[config.mk]
export PLATFORM = sky130hd
export DESIGN_NAME = temp_buf_port_arbiter
export DESIGN_NICKNAME = d
export VERILOG_FILES = /design/src/rtl/temp_buf_port_arbiter_pkg.sv /design/src/rtl/temp_buf_fill_tracker.sv /design/src/rtl/temp_buf_port_arbiter.sv
export SDC_FILE = /design/constraint.sdc
export NUM_CORES = 1
export LEC_CHECK = 0
export ABC_CLOCK_PERIOD_IN_PS = 2500
export CAP_MARGIN = 20
export CORE_ASPECT_RATIO = 0.8
export CORE_MARGIN = 4
export CORE_UTILIZATION = 31
export CTS_BUF_LIST = sky130_fd_sc_hd__clkbuf_4 sky130_fd_sc_hd__clkbuf_8 sky130_fd_sc_hd__clkbuf_16
export CTS_CLUSTER_SIZE = 24
export DETAILED_ROUTE_END_ITERATION = 10
export GPL_TIMING_DRIVEN = 0
export PLACE_DENSITY = 0.81
export SYNTH_ARGS = -nofsm -noshare
export SYNTH_HDL_FRONTEND = slang
export SYNTH_SLANG_ARGS = --single-unit
[constraint.sdc]
create_clock -name clk -period 2.5 [get_ports clk]
set_input_delay 0.375 -clock clk [delete_from_list [all_inputs] [get_ports clk]]
set_output_delay 0.375 -clock clk [all_outputs]
set_load 0.02 [all_outputs]
[src/rtl/temp_buf_port_arbiter_pkg.sv]
// rtl/temp_buf_port_arbiter_pkg.sv - shared types and constants for the buffer port arbiter
// Purpose: FSM state encoding, error flag bit positions and default geometry.
package temp_buf_port_arbiter_pkg;

   typedef enum logic [1:0] {
      ST_IDLE  = 2'd0,
      ST_BURST = 2'd1,
      ST_FULL  = 2'd2
   } fill_state_e;

   localparam int ERR_BURST_LEN = 0;
   localparam int ERR_ADDR_SEQ  = 1;
   localparam int ERR_OVERFLOW  = 2;

   localparam int DEFAULT_BURST_LEN = 10;
   localparam int DEFAULT_DEPTH     = 100;

endpackage

[src/rtl/temp_buf_fill_tracker.sv]
// rtl/temp_buf_fill_tracker.sv - frame fill count, burst framing FSM and sticky error flags
// Purpose: counts words written this frame, follows burst framing, flags errors.
// Ports:
//   clk, rst          clock, asynchronous active-high reset
//   frame_clr_i       start a new frame (clears count, errors, FSM)
//   wr_en_i/wr_addr_i write stream beat and its address
//   rd_req_i/rd_addr_i read request, only checked for out-of-range addresses here
//   wr_count_o        words written this frame (saturates at DEPTH)
//   frame_full_o      wr_count_o == DEPTH
//   err_o             sticky flags: [0] burst length, [1] address order, [2] overflow / bad read
module temp_buf_fill_tracker
   import temp_buf_port_arbiter_pkg::*;
#(
   parameter int ADDR_WIDTH = 7,
   parameter int BURST_LEN  = DEFAULT_BURST_LEN,
   parameter int DEPTH      = DEFAULT_DEPTH
) (
   input  logic                  clk,
   input  logic                  rst,
   input  logic                  frame_clr_i,
   input  logic                  wr_en_i,
   input  logic [ADDR_WIDTH-1:0] wr_addr_i,
   input  logic                  rd_req_i,
   input  logic [ADDR_WIDTH-1:0] rd_addr_i,
   output logic [ADDR_WIDTH:0]   wr_count_o,
   output logic                  frame_full_o,
   output logic [2:0]            err_o
);

   localparam int                   BEAT_W    = $clog2(BURST_LEN + 1);
   localparam logic [ADDR_WIDTH:0]  DEPTH_C   = (ADDR_WIDTH + 1)'(DEPTH);
   localparam logic [BEAT_W-1:0]    LAST_BEAT = BEAT_W'(BURST_LEN);

   fill_state_e             state_q;
   logic [BEAT_W-1:0]       beat_q;
   logic [BEAT_W-1:0]       beat_inc;
   logic [ADDR_WIDTH:0]     wr_count_q, wr_count_d, count_base;
   logic                    frame_full_q;
   logic [2:0]              err_q, err_set;
   logic                    wr_counted, addr_bad, overflow, range_bad, short_burst;

   always_comb begin
      // A write in the clear cycle is word 0 of the new frame.
      count_base  = frame_clr_i ? '0 : wr_count_q;
      wr_counted  = wr_en_i && (count_base < DEPTH_C);
      wr_count_d  = count_base + {{ADDR_WIDTH{1'b0}}, wr_counted};
      addr_bad    = wr_counted && (wr_addr_i != count_base[ADDR_WIDTH-1:0]);
      overflow    = wr_en_i && !wr_counted;
      range_bad   = rd_req_i && ({1'b0, rd_addr_i} >= DEPTH_C);
      short_burst = !frame_clr_i && (state_q == ST_BURST) && !wr_en_i;
      beat_inc    = beat_q + BEAT_W'(1);
      err_set     = 3'b000;
      err_set[ERR_BURST_LEN] = short_burst;
      err_set[ERR_ADDR_SEQ]  = addr_bad;
      err_set[ERR_OVERFLOW]  = overflow || range_bad;
   end

   always_ff @(posedge clk or posedge rst) begin
      if (rst) begin
         state_q      <= ST_IDLE;
         beat_q       <= '0;
         wr_count_q   <= '0;
         frame_full_q <= 1'b0;
         err_q        <= '0;
      end else begin
         wr_count_q   <= wr_count_d;
         frame_full_q <= (wr_count_d == DEPTH_C);
         if (frame_clr_i) begin
            err_q <= err_set;
            if (wr_en_i) begin
               state_q <= ST_BURST;
               beat_q  <= BEAT_W'(1);
            end else begin
               state_q <= ST_IDLE;
               beat_q  <= '0;
            end
         end else begin
            err_q <= err_q | err_set;
            case (state_q)
               ST_IDLE: begin
                  if (wr_en_i) begin
                     state_q <= ST_BURST;
                     beat_q  <= BEAT_W'(1);
                  end
               end
               ST_BURST: begin
                  if (wr_en_i) begin
                     if (beat_inc == LAST_BEAT) begin
                        beat_q  <= '0;
                        state_q <= (wr_count_d == DEPTH_C) ? ST_FULL : ST_IDLE;
                     end else begin
                        beat_q <= beat_inc;
                     end
                  end else begin
                     state_q <= ST_IDLE;
                     beat_q  <= '0;
                  end
               end
               // Writes still reach the RAM; the count saturates and err[2] is raised above.
               ST_FULL: state_q <= ST_FULL;
               default: begin
                  state_q <= ST_IDLE;
                  beat_q  <= '0;
               end
            endcase
         end
      end
   end

   assign wr_count_o   = wr_count_q;
   assign frame_full_o = frame_full_q;
   assign err_o        = err_q;

endmodule

[src/rtl/temp_buf_port_arbiter.sv]
// rtl/temp_buf_port_arbiter.sv - single-port buffer RAM arbiter, write stream over reads
// Purpose: muxes the non-stallable write stream and the read requester onto one RAM port.
// Ports:
//   clk, rst                       clock, asynchronous active-high reset
//   frame_clr_i                    start new frame
//   wr_en_i/wr_addr_i/wr_data_i    write stream (absolute priority)
//   rd_req_i/rd_addr_i             read request, held until rd_gnt_o
//   rd_gnt_o, rd_valid_o, rd_data_o read accept and data return (1 cycle after grant)
//   mem_en_o/mem_we_o/mem_addr_o/mem_wdata_o/mem_rdata_i  RAM port, 1-cycle read latency
//   wr_count_o, frame_full_o, err_o fill status and sticky error flags
module temp_buf_port_arbiter
   import temp_buf_port_arbiter_pkg::*;
#(
   parameter int DATA_WIDTH = 32,
   parameter int ADDR_WIDTH = 7,
   parameter int BURST_LEN  = DEFAULT_BURST_LEN,
   parameter int DEPTH      = DEFAULT_DEPTH
) (
   input  logic                  clk,
   input  logic                  rst,
   input  logic                  frame_clr_i,
   input  logic                  wr_en_i,
   input  logic [ADDR_WIDTH-1:0] wr_addr_i,
   input  logic [DATA_WIDTH-1:0] wr_data_i,
   input  logic                  rd_req_i,
   input  logic [ADDR_WIDTH-1:0] rd_addr_i,
   output logic                  rd_gnt_o,
   output logic                  rd_valid_o,
   output logic [DATA_WIDTH-1:0] rd_data_o,
   output logic                  mem_en_o,
   output logic                  mem_we_o,
   output logic [ADDR_WIDTH-1:0] mem_addr_o,
   output logic [DATA_WIDTH-1:0] mem_wdata_o,
   input  logic [DATA_WIDTH-1:0] mem_rdata_i,
   output logic [ADDR_WIDTH:0]   wr_count_o,
   output logic                  frame_full_o,
   output logic [2:0]            err_o
);

   localparam logic [ADDR_WIDTH:0] DEPTH_C = (ADDR_WIDTH + 1)'(DEPTH);

   logic [ADDR_WIDTH:0] wr_count;
   logic                rd_valid_q;

   temp_buf_fill_tracker #(
      .ADDR_WIDTH (ADDR_WIDTH),
      .BURST_LEN  (BURST_LEN),
      .DEPTH      (DEPTH)
   ) u_tracker (
      .clk          (clk),
      .rst          (rst),
      .frame_clr_i  (frame_clr_i),
      .wr_en_i      (wr_en_i),
      .wr_addr_i    (wr_addr_i),
      .rd_req_i     (rd_req_i),
      .rd_addr_i    (rd_addr_i),
      .wr_count_o   (wr_count),
      .frame_full_o (frame_full_o),
      .err_o        (err_o)
   );

   // Only addresses already counted this frame are readable, so a read of the
   // word being written this cycle waits until the count includes it.
   // rst gates the combinational outputs so reset quiets the RAM port at once.
   assign rd_gnt_o = !rst && rd_req_i && !wr_en_i &&
                     ({1'b0, rd_addr_i} < wr_count) &&
                     ({1'b0, rd_addr_i} < DEPTH_C);

   always_comb begin
      mem_en_o    = 1'b0;
      mem_we_o    = 1'b0;
      mem_addr_o  = '0;
      mem_wdata_o = '0;
      if (!rst) begin
         if (wr_en_i) begin
            mem_en_o    = 1'b1;
            mem_we_o    = 1'b1;
            mem_addr_o  = wr_addr_i;
            mem_wdata_o = wr_data_i;
         end else if (rd_gnt_o) begin
            mem_en_o   = 1'b1;
            mem_addr_o = rd_addr_i;
         end
      end
   end

   // Not cleared by frame_clr: a read granted in the clear cycle still returns.
   always_ff @(posedge clk or posedge rst) begin
      if (rst) rd_valid_q <= 1'b0;
      else     rd_valid_q <= rd_gnt_o;
   end

   assign rd_valid_o = rd_valid_q;
   assign rd_data_o  = rd_valid_q ? mem_rdata_i : '0;
   assign wr_count_o = wr_count;

endmodule

# [Yosys cells after proc, flatten, opt, wreduce, memory -nomap -nowiden]
# Index checks and enable logic that the tools add are counted.
[totals] output_inout_bits=87 inputBits=83 reg_bits=19
[op_classes] bitwise_logic=1 addsub=2 n_mux=26 eq_ne=8 reduce_logical=18 n_lt_le_gt_ge=4
[ops] cell="$mux 32" n=3
[ops] cell="$mux 7" n=3
[ops] cell="$mux 4" n=4
[ops] cell="$pmux 4 s3" n=1
[ops] cell="$logic_and 1x1->1" n=10
[ops] cell="$mux 2" n=5
[ops] cell="$add 8x1->8" n=1
[ops] cell="$eq 8x7->1 const B" n=1
[ops] cell="$lt 7x8->1" n=1
[ops] cell="$lt 8x7->1 const B" n=1
[ops] cell="$mux 8" n=1
[ops] cell="$ge 7x7->1 const B" n=1
[ops] cell="$lt 7x7->1 const B" n=1
[ops] cell="$mux 1" n=7
[ops] cell="$ne 7x7->1" n=1
[ops] cell="$pmux 2 s3" n=1
[ops] cell="$add 4x1->4 const B" n=1
[ops] cell="$eq 4x4->1 const B" n=1
[ops] cell="$logic_not 1->1" n=4
[ops] cell="$ne 4x4->1 const B" n=1
[ops] cell="$reduce_and 2->1" n=2
[ops] cell="$mux 3" n=1
[ops] cell="$ne 3x3->1 const B" n=1
[ops] cell="$or 3x3->3" n=1
[ops] cell="5 further kinds" n=5

# [Depth between registers and ports, before layout]
[logic_depth] depth_word=10 mapped_depth=11 depth_no_buf=10

# [Hierarchy]
# A second synthesis with hierarchy kept.
[unflattened] hier_cells=246 hier_area_um2=1955.6
[modules_own_cells] module="temp_buf_fill_tracker" cells_per_inst=125 area_each_um2=1134.8 seq_area_each_um2=450.4 instances=1
[modules_own_cells] module="temp_buf_port_arbiter" cells_per_inst=121 area_each_um2=820.8 seq_area_each_um2=25.0 instances=1

# [Worst setup path before layout]
# OpenSTA, ideal clock, no wires.
[synth_timing] kind="register to register" from="register u_tracker.wr_count_q[3] (netlist: u_tracker.wr_count_o[3])" to="register u_tracker.state_q[1]" setup_time_ps=86 required_time_ps=2414 n_path_buf=1 path_stages_with_launch=12 setup_slack_ps=104 arrival_time_ps=2310 path_cell_list="dfrtp_1 > buf_6 > or3_1 > a31oi_1 > o21a_2 > ha_1 > ha_1 > nand4_1 > xnor2_1 > o2bb2ai_1 > a31oi_1 > nor3_1"
[synth_via] elab_chain_len=10
[synth_lines] item="from (decl)" line="temp_buf_fill_tracker.sv:37" source="logic [ADDR_WIDTH:0] wr_count_q, wr_count_d, count_base;"
[synth_lines] item="from (signal assigned)" line="temp_buf_fill_tracker.sv:66" source="wr_count_q <= wr_count_d;"
[synth_lines] item="$mux 8 *" line="temp_buf_fill_tracker.sv:44" source="count_base = frame_clr_i ? '0 : wr_count_q;"
[synth_lines] item="$lt 8x7->1" line="temp_buf_fill_tracker.sv:45" source="wr_counted = wr_en_i && (count_base < DEPTH_C);"
[synth_lines] item="$logic_and 1x1->1" line="temp_buf_fill_tracker.sv:45"
[synth_lines] item="$add 8x1->8 *" line="temp_buf_fill_tracker.sv:46" source="wr_count_d = count_base + {{ADDR_WIDTH{1'b0}}, wr_counted};"
[synth_lines] item="$eq 8x7->1 *" line="temp_buf_fill_tracker.sv:90" source="state_q <= (wr_count_d == DEPTH_C) ? ST_FULL : ST_IDLE;"
[synth_lines] item="$mux 2 *" line="temp_buf_fill_tracker.sv:90"
[synth_lines] item="$mux 2 *" line="temp_buf_fill_tracker.sv:88" source="if (beat_inc == LAST_BEAT) begin"
[synth_lines] item="$mux 2 *" line="temp_buf_fill_tracker.sv:87" source="if (wr_en_i) begin"
[synth_lines] item="$pmux 2 s3 *" line="temp_buf_fill_tracker.sv:79" source="case (state_q)"
[synth_lines] item="$mux 2 *" line="temp_buf_fill_tracker.sv:68" source="if (frame_clr_i) begin"
[synth_lines] item="to (signal assigned)" line="temp_buf_fill_tracker.sv:90"
[synth_lines] item="to (decl)" line="temp_buf_fill_tracker.sv:34" source="fill_state_e state_q;"
# Every way passes the cells marked *; elsewhere a longest branch is shown, timed or not. The select of a mux whose other input is x is not followed.
# A chain may end at the register's enable or synchronous reset.

# [Worst setup path after layout]
# Same ends and word-level chain as after synthesis.

==> flow_summary_export.csv <==
group,metric,value,unit
run_status,status,"finished, final reports clean",
cells_and_area,antenna_cells,0,
power_and_ir_drop,leakagePower,1.71,nW
clock_network,clock_sinks,19,
global_routing,antenna_found_initial,0,
cells_and_area,area_growth,106,%
global_routing,gr-usage-all-layers,21.9,%
clock_network,clkTransAtPathRegs,0.07,ns
worst_setup_path,worst-setup-path-type,"flop to flop",
synthesis,ys_ff_latch,19,
timing,rsz0062_at_grt,"true",
routing,dr_wl_met2,4.10,mm
routing,route.met3.wl,783,microns
synthesis,synth_cell_types,45,
synthesis,yosys_warnings,0,
worst_setup_path,cpMostUsedCell,"ha_4",
worst_setup_path,reg2regPathDepth,11,
global_routing,grt_pass1_wl,13.0,mm
cells_and_area,layout-drive-gt1-share,12.6,%
worst_setup_path,startpoint_type,"flop",
placed_design,io_buffers,168,
run,cap_violations,0,
routing,vias,2513,
timing,post-route-min-period,2.44,ns
worst_setup_path,cp-end-kind,"flop",
placed_design,placed_area,3670,sq um
routing,avgRoutedWirePerCell,16.5,microns
power_and_ir_drop,irDropWorstVdd,0.206,mV
routing,drt-met1-wl,3.38,mm
worst_setup_path,r2r_slack,0.06,ns
floorplan,pin_count,170,
floorplan,die_w,94.8,microns
worst_setup_path,critical_path.slowest_cell,"dfrtp_1",
synthesis,synthArstFlopShare,100,%
power_and_ir_drop,p_switching,306,uW
synthesis,syn_avg_cell_area,7.70,sq um
worst_setup_path,worstPathRequired,2.63,ns
min_path,min_from,"wr_en_i",
power_and_ir_drop,p_per_area,259,nW/um^2
synthesis,synth.area.top_cells,"dfrtp_1, and2_1, and3_1",
placed_design,hpwl,6.90,mm
worst_setup_path,crit_path_cell_trace,"buf_6 -> or3_1 -> a31oi_2 -> o21a_2 -> ha_4 -> ha_4 -> nand4_1 -> xnor2_1 -> o2bb2ai_1 -> a31oi_1 -> nor3_1",
routing,drc,0,
timing,drv_slew,0,
synthesis,synthFlopType,"dfrtp_1",
power_and_ir_drop,seq_power_share,33.7,%
routing,antenna_left,0,
timing,slew_headroom,61.9,%
floorplan,die_y,77.5,microns
timing,fin_skew,0.00824,ns
timing,setup_slack,0.0633,ns
power_and_ir_drop,internal_power,693,uW
timing,setup_violations,0,
routing,first_iter_violations,70,
worst_setup_path,crit_fanout,7,
placed_design,globalplace.congestion,0.838,
routing,avgViaCountPerCell,4.94,
synthesis,syn-cell-area,1870,sq um
clock_network,cts_root_buf,"clkbuf_8",
placed_design,preCtsSetupSlack,-0.559,ns
synthesis,syn_nets,336,
cells_and_area,nNetsFinal,522,
clock_network,h-tree-depth,1,
synthesis,yosysSeqAreaShare,25.4,%
cells_and_area,nFillCells,526,
clock_network,cts_hold_buffers,0,
worst_setup_path,critPathArrivalTime,2.57,ns
timing,max_freq,410,MHz
floorplan,initial_core_util,31.8,%
worst_setup_path,worstSetupEndpoint,"u_tracker.state_q[1]",
power_and_ir_drop,power_frac_clock,22.4,%
timing,hold_viol,0,
clock_network,clock_path_buffers,2,
synthesis,synth_top_cell_by_area,"dfrtp_1",
min_path,min_delay_path_depth,3,
synthesis,synth_top_area_share,25.4,%
timing,timing.hold.ws,0.464,ns
floorplan,placementRows,25,
timing,worstMarginPinSlew,0.572,ns
global_routing,grt_max_degree,16,
routing,routed_wl,8.40,mm
synthesis,synth_most_common_cell,"and2_1",
worst_setup_path,cp-startpoint,"u_tracker.wr_count_o[3]",
min_path,min_path_type,"input pin to flop",
floorplan,die_area,7350,sq um
power_and_ir_drop,sw_frac_of_total,30.6,%
routing,dr.max_layer_used,"met4",
routing,first_pass_iters,4,
worst_setup_path,timing.rr.end,"u_tracker.state_q[1]",
global_routing,grt-ovfl-total,0,
synthesis,ys_top_cells_by_count,"and2_1, and3_1, dfrtp_1",
clock_network,worstSkewPairLatency,0.26,ns
timing,timing.final.crit_share,97.5,%
synthesis,synth_edf_count,0,
power_and_ir_drop,pwr-share-comb,43.9,%
cells_and_area,stdcell_area,3850,sq um
clock_network,cts_buffers,3,
floorplan,core,5880,sq um
worst_setup_path,reg2reg_from,"u_tracker.wr_count_o[3]",
clock_network,cts_tree,"done",
global_routing,grt_pass1_vias,2474,
synthesis,synthCells,243,
worst_setup_path,critPathMaxStageDelay,0.40,ns
==> power by group through the flow <==
stage                     Combinational [mW]  Clock [mW]  Sequential [mW]
after global placement                 0.419           0            0.341
after CTS                              0.433       0.229            0.336
after global routing                   0.472       0.243            0.339
final                                  0.439       0.224            0.337
after detailed placement               0.430           0            0.342
after floorplan                        0.164           0            0.350
==> final cells by class <==
class	instances	area (sq um)	share of cell area [%]
Buffer	15	77.6	2.01
Clock buffer	4	48.8	1.27
Inverter	16	62.6	1.62
Multi-Input combinational cell	193	1330	34.5
Sequential cell	19	480	12.5
Tap cell	81	101	2.63
Timing Repair Buffer	181	1750	45.5
==> worst max-delay path, delay by kind of cell (launching register included) <==
| kind | cells | cell delay (ns) |
|---|---|---|
| AOI/OAI and AO/OA | 4 | 0.67 |
| xor gates and xnor gates | 1 | 0.21 |
| adders and majority gates | 2 | 0.32 |
| buffers and inverters | 1 | 0.14 |
| DFF | 1 | 0.40 |
| and+or+nand+nor | 3 | 0.58 |
==> worst min path at each step <==
stage,slack (ns),to
2_1_floorplan,0.47,u_tracker.beat_q[2]
3_5_place_dp,0.52,u_tracker.err_o[0]
3_3_place_gp,0.50,u_tracker.err_o[0]
4_1_cts,0.46,u_tracker.state_q[0]
5_1_grt,0.48,u_tracker.state_q[0]
6_report,0.46,u_tracker.state_q[0]
==> layer usage <==
metal  GRT usage, %  vias up
met4           3.75        0
met5              0        -
met3           6.88       14
met2           38.6      106
li1               -     1220
met1           26.3     1173
==> flip-flops by register name (all words and copies together) (netlist names) <==
register,flops
u_tracker.err_o,3
u_tracker.frame_full_o,1
u_tracker.wr_count_o,8
rd_valid_o,1
u_tracker.beat_q,4
u_tracker.state_q,2
==> cells by family after synthesis <==
| family | after synthesis | share of synthesized area, % |
|---|---|---|
| muxes | 4 | 2.14 |
| adders and majority gates | 10 | 6.69 |
| buffers and inverters | 31 | 6.82 |
| AOI/OAI and AO/OA | 48 | 17.3 |
| xor gates and xnor gates | 11 | 5.15 |
| DFF | 19 | 25.4 |
| and+or+nand+nor | 120 | 36.5 |
==> metrics by stage <==
step	util [%]	power, mW	setup TNS [ns]	cells
detailed placement	62.4	0.771	-6.50	493
global placement	62.1	0.760	-11.30	492
CTS	64.1	0.999	0	499
finish	65.5	0.999	0	509
floorplan	-	0.514	0	243
global route	65.5	1.05	-0.0625	509
==> placed cells by master (no fill, tap or decap), types with 2 or more instances in the layout <==
cell and count:
xnor2_1 8, dfrtp_2 4, ha_1 6, a21oi_1 11, nand3_1 4, o21ai_1 5, o32a_1 2, inv_1 10
nor3_1 4, ha_4 3, dfrtp_1 15, and3_1 32, clkbuf_1 7, clkbuf_8 3, a22o_1 3, clkdlybuf4s50_1 154
clkbuf_2 4, o21ai_0 3, buf_2 8, nor2b_1 2, a31oi_1 8, dlymetal6s2s_1 3, nand2_1 17, o21a_1 2
inv_2 5, xor2_1 3, nor4bb_1 2, a21o_1 2, mux2i_1 4, and2_1 35, dlygate4sd2_1 3, buf_4 15
nor2_1 14
==> what timing repair did <==
item,in CTS,in global routing
pin swaps,3,7
endpoints found under the setup margin,20,40
buffers inserted,2,10
resized for setup,42,26
(Power assumes the default switching activity.)
